<file path="config.mk">
export PLATFORM = sky130hd
export DESIGN_NAME = apb_timer_tick_prescaler
export DESIGN_NICKNAME = d
export VERILOG_FILES = /design/src/rtl/apb_timer_tick_prescaler.sv
export SDC_FILE = /design/constraint.sdc
export NUM_CORES = 1
export LEC_CHECK = 0
export ABC_AREA = 1
export BUFFER_PORTS_ARGS = -buffer_cell sky130_fd_sc_hd__buf_4
export CORE_AREA = 10 10 47 49
export CTS_BUF_LIST = sky130_fd_sc_hd__clkbuf_2 sky130_fd_sc_hd__clkbuf_4 sky130_fd_sc_hd__clkbuf_8
export DETAILED_ROUTE_END_ITERATION = 10
export DIE_AREA = 0 0 57 59
export PLACE_DENSITY = 0.87
export SETUP_SLACK_MARGIN = 0.05
export SYNTH_ARGS = -nofsm -noshare
export SYNTH_HDL_FRONTEND = slang
export SYNTH_SLANG_ARGS = --single-unit
</file>
<file path="constraint.sdc">
create_clock -name clk_i -period 3.7 [get_ports clk_i]
set_clock_uncertainty 0.05 [all_clocks]
set_input_delay 0.74 -clock clk_i [delete_from_list [all_inputs] [get_ports clk_i]]
set_output_delay 0.74 -clock clk_i [all_outputs]
set_load 0.03 [all_outputs]
</file>
<file path="src/rtl/apb_timer_tick_prescaler.sv">
// Tick prescaler ahead of an APB timer counter half.
// It selects clk_i cycles or rising edges of ref_i as the event source. Every
// (cfg_presc_val_i + 1) events it emits one registered tick pulse.
module apb_timer_tick_prescaler #(
    parameter int PRESC_W = 8
) (
    input  logic               clk_i,
    input  logic               rst_i,
    input  logic               cfg_en_i,
    input  logic               cfg_sel_ref_i,
    input  logic               cfg_presc_en_i,
    input  logic [PRESC_W-1:0] cfg_presc_val_i,
    input  logic               cfg_clear_i,
    input  logic               ref_i,
    output logic               tick_o,
    output logic [PRESC_W-1:0] presc_cnt_o
);

    logic               ref_q;
    logic               ev;
    logic [PRESC_W-1:0] cnt_q;
    logic [PRESC_W-1:0] cnt_d;
    logic               tick_d;

    // ref_q tracks ref_i even during reset and while disabled.
    // A level that is already high never looks like a fresh edge.
    always_ff @(posedge clk_i) begin
        ref_q <= ref_i;
    end

    assign ev = cfg_sel_ref_i ? (ref_i & ~ref_q) : 1'b1;

    // Next count and tick, using first-match priority.
    // A compare of >= (rather than ==) lets a lowered compare value terminate at once.
    always_comb begin
        cnt_d  = cnt_q;
        tick_d = 1'b0;
        if (cfg_clear_i) begin
            cnt_d = '0;
        end else if (!cfg_en_i) begin
            cnt_d = cnt_q;
        end else if (ev && !cfg_presc_en_i) begin
            tick_d = 1'b1;
            cnt_d  = '0;
        end else if (ev && (cnt_q >= cfg_presc_val_i)) begin
            tick_d = 1'b1;
            cnt_d  = '0;
        end else if (ev) begin
            cnt_d = cnt_q + 1'b1;
        end
    end

    // Count and tick registers, with synchronous reset.
    always_ff @(posedge clk_i) begin
        if (rst_i) begin
            cnt_q  <= '0;
            tick_o <= 1'b0;
        end else begin
            cnt_q  <= cnt_d;
            tick_o <= tick_d;
        end
    end

    assign presc_cnt_o = cnt_q;

endmodule
</file>
==> flow_metrics.py <==
metrics = {
    "floorplanning": {
        "initial_core_util_pct": 48.3,
        "io_pins": 24,
        "core_area_um2": 1400,
        "die_area_um2": 3360,
        "die_y_um": 59,
        "placementRows": 14,
        "die_w_um": 57,
    },
    "layout": {
        "insertedDiodeCount": 0,
        "synthToLayoutAreaGrowth_pct": 33.8,
        "final_nets": 148,
        "drive_above_1_share_pct": 30.1,
        "num-fill-cells": 141,
        "fin_cells": 139,
        "final_util_pct": 64.6,
    },
    "synthesis": {
        "synth_nets": 120,
        "synth_largest_area_cell": "dfxtp_1",
        "yosys.area.top_type_share_pct": 29.6,
        "synth_area_leaders": "dfxtp_1 (30%), ha_1 (17%), nand2_1 (12%), inv_1 (10%), nor2_1 (5.5%)",
        "syn_area_um2": 677,
        "ys_seq_elements": 10,
        "synth-seq-area-share_pct": 29.6,
        "synthArstFlopShare_pct": 0,
        "synth_top_flop_cell": "dfxtp_1",
        "yosys-top-cells-count": "nand2_1 (21), inv_1 (18), dfxtp_1 (10), nor2_1 (10), ha_1 (9)",
        "synth_edf_count": 0,
        "synth_area_per_cell_um2": 7.05,
        "synth_cell_type_count": 17,
        "synthCells": 96,
        "synth.most_common_cell": "nand2_1",
        "yosysWarnings": 0,
    },
    "setup_path": {
        "crit_fanout": 4,
        "critPathRequiredTime_ps": 3850,
        "cp_data_arrival_time_ps": 1960,
        "cp-start-kind": "input pin",
        "crit_type": "in2reg",
        "crit_start": "cfg_presc_val_i[7]",
        "end_kind": "register",
        "r2r-start": "presc_cnt_o[0]$_SDFFE_PP0P_",
    },
    "cts": {
        "ctsHtreeMaxLevel": 1,
        "cts_inserted_buffers": 3,
        "cts_buffer_depth": 2,
        "ctsHoldBuffers": 0,
        "root_buffer": "clkbuf_4",
        "post_cts_resized": 0,
        "clock_latency_ps": 270,
        "cts_tree": "yes",
        "cts.sinks": 10,
        "clkTransAtPathRegs_ps": 60,
        "postCtsSetupBuffers": 0,
    },
    "run_status": {
        "outcome": "completed",
    },
    "timing": {
        "rsz0062_at_grt": "false",
        "final.period_utilization_pct": 48.8,
        "max_freq_mhz": 554,
        "hold_viol_final": 0,
        "tns_ps": 0,
        "drv_slew": 0,
        "worstMarginPinSlew_ps": 287,
        "slew-limit-headroom_pct": 80.8,
        "setup_violations": 0,
        "fin_crit_ps": 1810,
    },
    "grt": {
        "grt-ovfl-total": 0,
        "grt_use_total_pct": 9.87,
        "grt_pass1_vias": 674,
        "grt_first_pass_wirelength_um": 2770,
        "antenna_found_initial": 0,
        "grt_max_degree": 7,
    },
    "routing": {
        "drc_errors": 0,
        "drt_pre_antenna_iters": 4,
        "wire_per_inst_um": 11.0,
        "ant_nets": 0,
        "wl_um": 1530,
        "drt_iter0_drc": 12,
        "viasPerCell": 4.88,
        "dr_total_vias": 679,
    },
    "power": {
        "switching_power_mw": 0.0556,
        "switching_share_pct": 23.1,
        "ir_drop_v": 0.000237,
        "combinationalPowerShare_pct": 13.2,
        "power_mw": 0.241,
        "p_int_mw": 0.185,
        "p_leak_nw": 0.478,
        "clockPowerShare_pct": 41.4,
        "power_frac_seq_pct": 45.4,
        "pwr_density_cell_nw_per_um2": 266,
    },
    "placed_design": {
        "globalplace.congestion": 0.813,
        "dp.cells": 135,
        "portBuffers": 23,
        "post-dp-hpwl_um": 1290,
    },
    "min_path": {
        "hp-start": "presc_cnt_o[1]$_SDFFE_PP0P_",
        "worstHoldPathType": "reg2reg",
    },
    "run": {
        "drv_cap": 0,
    },
}
-- cells by family (layout without fill, tap and decap cells) --
kind of cell               count (synthesis)  after routing  share of synthesized area [%]
DFF                                       10             10                           29.6
and+or+nand+nor                           47             47                           33.3
adders and majority gates                  9              9                           16.6
AOI/OAI and AO/OA                          7              7                           5.54
buffers and inverters                     20             47                           11.1
xor gates and xnor gates                   3              3                           3.88
-- layout by cell type, fill, tap and decap left out --
cell	synthesis	layout
ha_1	9	9
clkbuf_4	0	3
nand2_1	21	21
nand3_2	2	2
inv_2	2	2
a21oi_1	5	5
buf_4	0	23
clkbuf_8	0	1
nand2_2	3	3
nand3_1	6	6
xor2_1	3	3
nor2_2	1	1
inv_1	18	18
nor3_2	1	1
dfxtp_1	10	10
nor2_1	10	10
a21o_1	1	1
o21ai_0	1	1
nand4_1	2	2
nor2_4	1	1
-- final cells by class --
class	count	area [µm²]	share of cell area (%)
flip-flops and latches	10	200	22.1
inverters	20	75.1	8.29
repair buffers	23	173	19.1
clock buffers	4	36.3	4.01
multi-input cells	66	402	44.3
well taps	16	20.0	2.21
-- worst max-delay path: stages --
cell	delay, ps
buf_4	70
inv_1	30
ha_1	290
a21o_1	190
nor3_2	230
nand2_1	100
nand2_2	100
nand2_2	80
nor2_1	120
-- state kept, by name, summed over array words and instances, names as in the netlist --
signal	count
presc_cnt_o	8
ref_q	1
tick_o	1
-- routing by layer --
metal	up-vias	wire length [µm]	track usage [%]
li1	356	-	-
met2	27	707	16.6
met5	-	0	0
met1	291	663	10.4
met3	5	138	4.72
met4	0	22	4.03
-- power by group through the flow --
| stage | Clock, mW | Sequential (mW) | Combinational [mW] |
|---|---|---|---|
| 2_1_floorplan | 0 | 0.113 | 0.0152 |
| 3_3_place_gp | 0 | 0.112 | 0.0306 |
| 3_5_place_dp | 0 | 0.112 | 0.0318 |
| 4_1_cts | 0.100 | 0.109 | 0.0320 |
| 5_1_grt | 0.109 | 0.109 | 0.0364 |
| 6_report | 0.0996 | 0.109 | 0.0317 |
-- final timing paths --
check | to | slack [ps] | depth (start not counted)
max | presc_cnt_o[2]$_SDFFE_PP0P_ | 1890 | 9
min | presc_cnt_o[1]$_SDFFE_PP0P_ | 500 | 2
max reg2reg | presc_cnt_o[2]$_SDFFE_PP0P_ | 2070 | 13
min reg2reg | presc_cnt_o[1]$_SDFFE_PP0P_ | 500 | 2
-- per-stage QoR --
| step | setup WS, ps | cell area [µm²] | hold WS, ps |
|---|---|---|---|
| 3_5_place_dp | 1650 | 870 | 477 |
| 4_1_cts | 1910 | 906 | 495 |
| 3_3_place_gp | 1710 | 870 | 481 |
| 2_1_floorplan | 1860 | 677 | 577 |
| 5_1_grt | 1800 | 906 | 517 |
| 6_report | 1890 | 906 | 495 |
No activity file was read; power rests on OpenSTA's default activity.
